===== src/rtl/spi_slave_param.sv =====
// ---------------------------------------------------------------------------
// spi_slave_param
//   Parametrised SPI slave between an external SPI master and a RAM
//   controller. Frames are one mode bit (0 = write, 1 = read) followed by
//   DATA_W+2 bits {cmd[1:0], payload}, shifted in MSB first. Read frames
//   alternate between "read address" and "read data"; a read-data frame is
//   followed by a reply phase that serialises tx_data onto MISO.
//
//   Optional feature macro: SPI_SLV_FRAME_ERR_EN
//     When defined, the frame_err output pulses for one cycle whenever SS_n
//     rises before a frame or reply has completed.
//
// Ports
//   clk        SPI clock; all I/O sampled/driven on the rising edge
//   rst        synchronous active-high reset
//   SS_n       slave select, active-low; high ends or aborts a frame
//   MOSI       serial data from master
//   MISO       serial data to master (registered)
//   rx_data    received {cmd, payload}, valid while rx_valid is high
//   rx_valid   one-cycle pulse per completed frame
//   tx_data    read data from RAM controller
//   tx_valid   tx_data qualifier, only looked at while waiting for data
//   frame_err  (SPI_SLV_FRAME_ERR_EN only) abort pulse
// ---------------------------------------------------------------------------
module spi_slave_param #(
  parameter int DATA_W       = 8,
  parameter bit TX_MSB_FIRST = 1'b1
) (
  input  logic              clk,
  input  logic              rst,
  input  logic              SS_n,
  input  logic              MOSI,
  output logic              MISO,
  output logic [DATA_W+1:0] rx_data,
  output logic              rx_valid,
  input  logic [DATA_W-1:0] tx_data,
  input  logic              tx_valid
`ifdef SPI_SLV_FRAME_ERR_EN
  ,
  output logic              frame_err
`endif
);

  localparam int CNT_W = $clog2(DATA_W + 3);
  localparam logic [CNT_W-1:0] LAST_RX = CNT_W'(DATA_W + 1);
  localparam logic [CNT_W-1:0] LAST_TX = CNT_W'(DATA_W);

  typedef enum logic [2:0] {
    IDLE, CHK_CMD, WRITE, READ_ADD, READ_DATA, RD_WAIT, RD_TX, DONE
  } state_t;

  state_t              state_q, state_d;
  logic [CNT_W-1:0]    cnt_q, cnt_d;
  logic [DATA_W+1:0]   rx_data_q, rx_data_d;
  logic                rx_valid_q, rx_valid_d;
  logic                miso_q, miso_d;
  logic                rd_addr_seen_q, rd_addr_seen_d;
  logic [DATA_W-1:0]   tx_q, tx_d;

  // First bit of a fresh word, the rest of it, and the next bit / shift
  // of the word already in the TX register, for the selected bit order.
  logic                tx_first_bit;
  logic [DATA_W-1:0]   tx_first_rest;
  logic                tx_next_bit;
  logic [DATA_W-1:0]   tx_next_rest;

  always_comb begin
    if (TX_MSB_FIRST) begin
      tx_first_bit  = tx_data[DATA_W-1];
      tx_first_rest = tx_data << 1;
      tx_next_bit   = tx_q[DATA_W-1];
      tx_next_rest  = tx_q << 1;
    end else begin
      tx_first_bit  = tx_data[0];
      tx_first_rest = tx_data >> 1;
      tx_next_bit   = tx_q[0];
      tx_next_rest  = tx_q >> 1;
    end
  end

  always_comb begin
    state_d        = state_q;
    cnt_d          = cnt_q;
    rx_data_d      = rx_data_q;
    rx_valid_d     = 1'b0;
    miso_d         = miso_q;
    rd_addr_seen_d = rd_addr_seen_q;
    tx_d           = tx_q;

    // Deselect wins over everything, including the edge that would have
    // captured the last bit of a frame.
    if (state_q != IDLE && SS_n) begin
      state_d = IDLE;
      cnt_d   = '0;
      miso_d  = 1'b0;
    end else begin
      case (state_q)
        IDLE: begin
          cnt_d  = '0;
          miso_d = 1'b0;
          if (!SS_n) state_d = CHK_CMD;
        end
        CHK_CMD: begin
          cnt_d = '0;
          if (MOSI) state_d = rd_addr_seen_q ? READ_DATA : READ_ADD;
          else      state_d = WRITE;
        end
        WRITE, READ_ADD, READ_DATA: begin
          rx_data_d = {rx_data_q[DATA_W:0], MOSI};
          if (cnt_q == LAST_RX) begin
            cnt_d      = '0;
            rx_valid_d = 1'b1;
            if (state_q == READ_DATA) begin
              state_d        = RD_WAIT;
              rd_addr_seen_d = 1'b0;
            end else begin
              state_d = DONE;
              if (state_q == READ_ADD) rd_addr_seen_d = 1'b1;
            end
          end else begin
            cnt_d = cnt_q + CNT_W'(1);
          end
        end
        RD_WAIT: begin
          if (tx_valid) begin
            miso_d  = tx_first_bit;
            tx_d    = tx_first_rest;
            cnt_d   = CNT_W'(1);   // counts bits already placed on MISO
            state_d = RD_TX;
          end
        end
        RD_TX: begin
          if (cnt_q == LAST_TX) begin
            miso_d  = 1'b0;
            cnt_d   = '0;
            state_d = DONE;
          end else begin
            miso_d = tx_next_bit;
            tx_d   = tx_next_rest;
            cnt_d  = cnt_q + CNT_W'(1);
          end
        end
        DONE: begin
          miso_d = 1'b0;
        end
        default: begin
          state_d = IDLE;
          cnt_d   = '0;
          miso_d  = 1'b0;
        end
      endcase
    end
  end

  always_ff @(posedge clk) begin
    if (rst) begin
      state_q        <= IDLE;
      cnt_q          <= '0;
      rx_data_q      <= '0;
      rx_valid_q     <= 1'b0;
      miso_q         <= 1'b0;
      rd_addr_seen_q <= 1'b0;
      tx_q           <= '0;
    end else begin
      state_q        <= state_d;
      cnt_q          <= cnt_d;
      rx_data_q      <= rx_data_d;
      rx_valid_q     <= rx_valid_d;
      miso_q         <= miso_d;
      rd_addr_seen_q <= rd_addr_seen_d;
      tx_q           <= tx_d;
    end
  end

  assign MISO     = miso_q;
  assign rx_data  = rx_data_q;
  assign rx_valid = rx_valid_q;

`ifdef SPI_SLV_FRAME_ERR_EN
  logic frame_err_q, frame_err_d;

  // Only states that are part-way through a frame or reply report an abort.
  always_comb begin
    frame_err_d = 1'b0;
    if (SS_n && (state_q == CHK_CMD || state_q == WRITE || state_q == READ_ADD ||
                 state_q == READ_DATA || state_q == RD_WAIT || state_q == RD_TX))
      frame_err_d = 1'b1;
  end

  always_ff @(posedge clk) begin
    if (rst) frame_err_q <= 1'b0;
    else     frame_err_q <= frame_err_d;
  end

  assign frame_err = frame_err_q;
`endif

endmodule


===== config.mk =====
export PLATFORM = sky130hd
export DESIGN_NAME = spi_slave_param
export DESIGN_NICKNAME = d
export VERILOG_FILES = /design/src/rtl/spi_slave_param.sv
export SDC_FILE = /design/constraint.sdc
export NUM_CORES = 1
export LEC_CHECK = 0
export CAP_MARGIN = 30
export CELL_PAD_IN_SITES_DETAIL_PLACEMENT = 0
export CELL_PAD_IN_SITES_GLOBAL_PLACEMENT = 1
export CORE_ASPECT_RATIO = 1.25
export CORE_MARGIN = 4
export CORE_UTILIZATION = 38
export CTS_CLUSTER_DIAMETER = 40
export DETAILED_ROUTE_END_ITERATION = 8
export GPL_TIMING_DRIVEN = 0
export PLACE_DENSITY_LB_ADDON = 0.1
export SLEW_MARGIN = 20
export SYNTH_ARGS = -nofsm -noshare
export SYNTH_HDL_FRONTEND = slang
export SYNTH_SLANG_ARGS = --single-unit

===== constraint.sdc =====
create_clock -name clk -period 1.72 [get_ports clk]
set_input_delay 0.258 -clock clk [delete_from_list [all_inputs] [get_ports clk]]
set_output_delay 0.258 -clock clk [all_outputs]
set_load 0.005 [all_outputs]

# Word-level counts from Yosys, hierarchy flattened
# Index checks and enable logic that the tools add are counted.
dict set report totals {
  word_cells 64
  register_bits 28
  out_inout_bits 12
  inputBits 13
}
dict set report classes {
  n_addsub 1
  eq_ne 14
  bitwise 2
  reduce_logical 19
  mux 21
}
# cell count
set op_table {}
lappend op_table {{two-way mux 3 bit} 6}
lappend op_table {{two-way mux 8 bit} 2}
lappend op_table {{one-hot mux 4 bit (4 select lines)} 1}
lappend op_table {{one-hot mux 8 bit (2 select lines)} 1}
lappend op_table {{one-hot mux 3 bit (5 select lines)} 1}
lappend op_table {{equality test 3 bit, second input constant} 4}
lappend op_table {{two-way mux 4 bit} 3}
lappend op_table {{inequality test 2 bit, second input constant} 5}
lappend op_table {{equality test 4 bit, second input constant} 2}
lappend op_table {{AND reduction 4 bit} 2}
lappend op_table {{equality test 3 x 2 -> 1 bit, second input constant} 2}
lappend op_table {{AND reduction 2 bit} 3}
lappend op_table {{nonzero test 3 bit} 2}
lappend op_table {{OR reduction 2 bit} 3}
lappend op_table {{OR reduction 3 bit} 2}
lappend op_table {{two-way mux 1 bit} 5}
lappend op_table {{AND reduction 5 bit} 1}
lappend op_table {{nonzero test 5 bit} 1}
lappend op_table {{adder 4 x 1 -> 4 bit, second input constant} 1}
lappend op_table {{nonzero test 2 bit} 2}
lappend op_table {{nonzero test 4 bit} 1}
lappend op_table {{equality test 3 x 1 -> 1 bit, second input constant} 1}
lappend op_table {{zero test 3 bit} 1}
lappend op_table {{one-hot mux 1 bit (3 select lines)} 1}
lappend op_table {{other kinds (3)} 4}

# Longest topological paths before layout
dict set report logic_depth {
  word_depth 4
  mapped_depth 7
  depth_no_buf 6
}

# Worst setup path after synthesis
# OpenSTA, ideal clock, no wires.
dict set report synth_path {
  path_kind {flip-flop to flip-flop}
  start {reg cnt_q[0]}
  end {reg tx_q[4]}
  arrival_time_ps 1336
  stages_incl_launch_ff 8
  t_required_ps 1634
  path_slack_ps 299
  setup_ps 86
  n_path_buf 1
  synth_period_minus_slack_ps 1421
  path_cell_list {dfxtp_1 -> inv_1 -> ha_1 -> and3b_1 -> o22ai_2 -> buf_6 -> nor2_1 -> a211oi_1}
}
dict set report synth_via {
  elab_chain_cells 3
}
# element line
set synth_rtl {}
lappend synth_rtl {{from (decl)} 53} ;# logic [CNT_W-1:0] cnt_q, cnt_d;
lappend synth_rtl {{from (signal assigned)} 166} ;# cnt_q <= cnt_d;
lappend synth_rtl {{equality test 4 bit} 133} ;# if (cnt_q == LAST_TX) begin
lappend synth_rtl {{inequality test 2 bit (no line)} --}
lappend synth_rtl {{AND reduction 4 bit (no line)} --}
lappend synth_rtl {{to (signal assigned)} 171} ;# tx_q <= tx_d;
lappend synth_rtl {{to (decl)} 58} ;# logic [DATA_W-1:0] tx_q, tx_d;
# No other way between the ends.
# A chain may end at the register's enable or synchronous reset.

# Worst setup path after layout
dict set report layout_path {
  start {reg cnt_q[1]}
  end {reg state_q[0]}
}
dict set report layout_via {
  elab_chain_cells 3
  word_cells_on_any_way 5
  classes_between {eq/ne (4); reduce/logical (1)}
}
# element line
set layout_rtl {}
lappend layout_rtl {{equality test 4 bit, on equally long branches} {133, 110}}
lappend layout_rtl {{inequality test 2 bit (no line)} --}
lappend layout_rtl {{AND reduction 5 bit (no line) (*)} --}
lappend layout_rtl {{to (signal assigned)} 165} ;# state_q <= state_d;
lappend layout_rtl {{to (decl)} 52} ;# state_t state_q, state_d;
# Every way passes the cells marked *; elsewhere a longest branch is shown, timed or not.

==> metrics list <==
- The run finished with clean final reports.
- Overflow left after global routing: 0
- For this configuration, the core starts out at a cell density of roughly two fifths.
- Post-synth EDFFs: 0
- Share of layout cells above drive strength 1: about a tenth
- The die covers 4500 sq um.
- The share of synthesized area in the top cell type comes to about 41%.
- Nets: approximately 190
- For this run, the slowest stage of the critical path takes roughly 0.35 ns.
* Cell type of the slowest stage on the worst timing path: sky130_fd_sc_hd__dfxtp_1
- Setup violations remaining at the end of the flow were counted as 0.
- For the pin with the worst max-slew slack, the measured transition is approximately 0.47 ns.
- RSZ-0062 raised after global routing: false
- In this run the number of H-tree levels came out at 1.
* Synthesized netlist net count: around 160
- For the finished layout, the period the worst path requires is 1.60 ns.
- Unique masters post-synth: 37
- Final hold violation count: 0
- The floorplan step set the die height to ~74 microns.
- The initial antenna violation count came to 0.
- After layout, the worst setup slack is 0.116 ns.
* Synth-to-layout area growth: 24.9%
- Vias per std cell: 5.40
* Clock edge transition at the registers on the reported setup and hold paths: ~0.09 ns
* CP Cell Sequence: inv_1 -> ha_1 -> nand3b_1 -> a21boi_2 -> a2111oi_2 -> mux2i_1
- Before CTS, the worst setup slack after placement is -0.0829 ns.
* Cell area after placement: roughly 1600 sq um
* Most frequent cells in the layout: 26 x sky130_fd_sc_hd__dfxtp_1, 23 x sky130_fd_sc_hd__clkdlybuf4s50_1, 22 x sky130_fd_sc_hd__nor2_1, 17 x sky130_fd_sc_hd__mux2i_1, 10 x sky130_fd_sc_hd__a21oi_1
* Power per standard cell area: 1030 nW/um^2
- Count of standard-cell rows: 23
- Worst ir drop on vdd: roughly 0.57 mV
* R2r startpoint: cnt_q[1]
- Post-synthesis area per instance: ~9.3 sq um
- Along the worst path, the maximum fanout reaches 5.
* Count of mapped cells out of synthesis: approximately 140
- Area of the core region: approximately 3300 sq um
- Of the available clock period, the critical path in the final layout requires between 90 and 100%.
- Worst setup path category: register to register
* Share of async-settable or async-resettable flops after synthesis: 0%
- The analysis attributes to cell leakage a power of 0.000594 uW.
- Data on the critical path is required at its endpoint by 1.93 ns.
- STA classifies the critical path endpoint as a register.
- The worst hold path begins at tx_q[1].
- For hold timing, the worst endpoint is tx_q[1].
- For this block, the initial DRC count from the detailed router was 30.
- Main synth FF type: sky130_fd_sc_hd__dfxtp_1
- Maximum clock insertion buffer count: 2
- Hold depth: 2
- Total iterations of the first detailed-routing run: 4
- Post-detail-place hpwl: roughly 2200 microns
* Die width: 60.8 microns
* Largest cells by area after synthesis: sky130_fd_sc_hd__dfxtp_1 41%, sky130_fd_sc_hd__mux2i_1 13%, sky130_fd_sc_hd__nor2_1 6.2%
- Crit path buffers/inverters: 1
* Number of nets with antenna violations after detailed routing: 0
- At the worst endpoint, the arrival time is 1.81 ns.
* Vias in the first global route: between 1000 and 1500
- Entering global routing, the biggest net connects 15 pins.
- Port buffering added 23 buffers.
- Overall global routing resource usage: between 10 and 15%
* Slew Viols, Final: 0
- Ant. Diodes: 0
- Total CTS buffers: 3
- The first global-routing pass estimated 4940 microns of wire.
- Area of all placed cells without fillers: between 1500 and 2000 sq um
- Cell count of the worst reg-to-reg path: 6
- Worst-case clock skew: approximately 0.0015 ns
- For this run, the top clock speed supported by timing is about 0.62 GHz.
- Routability-driven placement finished with a final weighted congestion of roughly 0.78.
- The worst register-to-register path ends at state_q[0].
* Internal reg-to-reg setup slack: around 0.12 ns
- TritonCTS built the clock tree.
- Total wire length after detailed routing: ~2900 microns
* Launching element type of the critical path: register
* Via total after detailed routing: 1112
- Number of I/O pins: 25
* Number of storage elements in the synthesis netlist: 27
* Combined area of all synthesized cells: 1330 sq um
- Clk root buf: sky130_fd_sc_hd__clkbuf_8
- Routed wire length per instance: 14.0 microns
- For this design, the CTS-stage hold fixing added 0 buffers.
- For this run, design rule violations remaining after detail routing come to 0.
- In this run the tightest slew margin relative to its limit is around 70%.
- Summed over all instances, the cell type with the most area after synthesis is sky130_fd_sc_hd__dfxtp_1.
- Count of yosys warnings during synthesis: 0
- Number of clock sinks seen by CTS: 27
- The path class of the tightest hold or removal check is register to register.
* Max-cap violations: 0
- Part of the Yosys area used for sequential elements: 40.8%
* Clk Latency, worst-skew pair: approximately 0.27 ns
- Gate family responsible for the most delay along the worst path: compound AO/OA/AOI/OAI gates
- The library cell used most frequently in the layout, excluding fill and tap cells, is sky130_fd_sc_hd__dfxtp_1.
## what timing repair did
item / in CTS / in global routing
gates resized for setup: 0 / 2
buffers inserted: 0 / 0
endpoints found under the setup margin: 0 / 6
## stage by stage
step	TNS, ns	hold WS (ns)	utilization (%)	power, uW	instances
3_5_place_dp	-0.676	0.460	48.8	1340	202
3_3_place_gp	-0.291	0.453	48.8	1340	202
5_1_grt	0	0.513	50.5	1810	206
2_1_floorplan	0	0.405	-	1190	142
6_report	0	0.473	50.5	1700	206
4_1_cts	0	0.475	50.2	1710	206
## worst min-delay path, delay by kind of cell (launching register included)
kind               cells  cell delay, ns
DFF                    1            0.32
and+or+nand+nor        1            0.06
AOI/OAI and AO/OA      1            0.05
## layer usage
metal | wire length, microns | part of all wire (%) | vias up | GRT usage, %
li1 | - | - | 559 | -
met1 | 1300 | 45 | 524 | 17.4
met2 | 1390 | 48 | 23 | 23.4
met3 | 155 | 5.4 | 6 | 3.82
met4 | 48 | 1.7 | 0 | 5.06
met5 | 0 | 0 | - | 0
## kinds of logic (layout without fill, tap and decap cells)
group                    Yosys count  after routing  synth area share (%)
AO/OA/AOI/OAI                     34             34                  19.1
multiplexers                      17             17                  12.8
adder cells (fa/ha/maj)            3              3                  2.83
XOR/XNOR                           1              1                 0.661
buffers and inverters             13             40                  5.57
AND/OR/NAND/NOR                   47             47                  18.2
flip-flops                        27             27                  40.8
## sequential cells by signal (all words and copies together) (netlist names)
| name | cells |
|---|---|
| rx_data | 10 |
| state_q | 3 |
| rx_valid | 1 |
| cnt_q | 4 |
| MISO | 1 |
| tx_q | 7 |
| rd_addr_seen_q | 1 |
## how the worst max path moves through the flow
stage               slack [ns]    endpoint       start  depth (start not counted)
detailed placement       -0.08  rx_data[8]         rst                          4
floorplan                 0.30     tx_q[4]    cnt_q[0]                          7
global placement         -0.03  rx_data[9]         rst                          4
CTS                       0.04     tx_q[4]    cnt_q[0]                          7
global route             0.006        MISO  state_q[2]                          5
finish                    0.12  state_q[0]    cnt_q[1]                          6
## cell usage after synthesis (all sizes together) (2+ instances only)
master and count:
or3 2, nor2 23, inv 4, nor3 2, dfxtp 27, mux2i 17, nand3b 2, a31oi 2
nand2 7, ha 3, a211oi 8, nand3 3, buf 6, a21o 3, nand2b 2, a21oi 10
clkbuf 3, o21ai 4
## power by group
part           switching, uW  leakage (uW)  internal [uW]
clock network            201     0.0000228            166
logic                    319      0.000353            285
registers               47.2      0.000219            682
total                    567      0.000594           1130
## cell type report
type / instances / area, sq um
tap: 37 / 46.3
inverter: 4 / 15.0
multi-input combinational: 102 / 718
buffer: 9 / 58.8
sequential: 27 / 542
clock buffer: 4 / 45.0
timing repair buffer: 23 / 230
fill: 326 / 1630
Note: power is estimated with default switching activity, not from simulation.
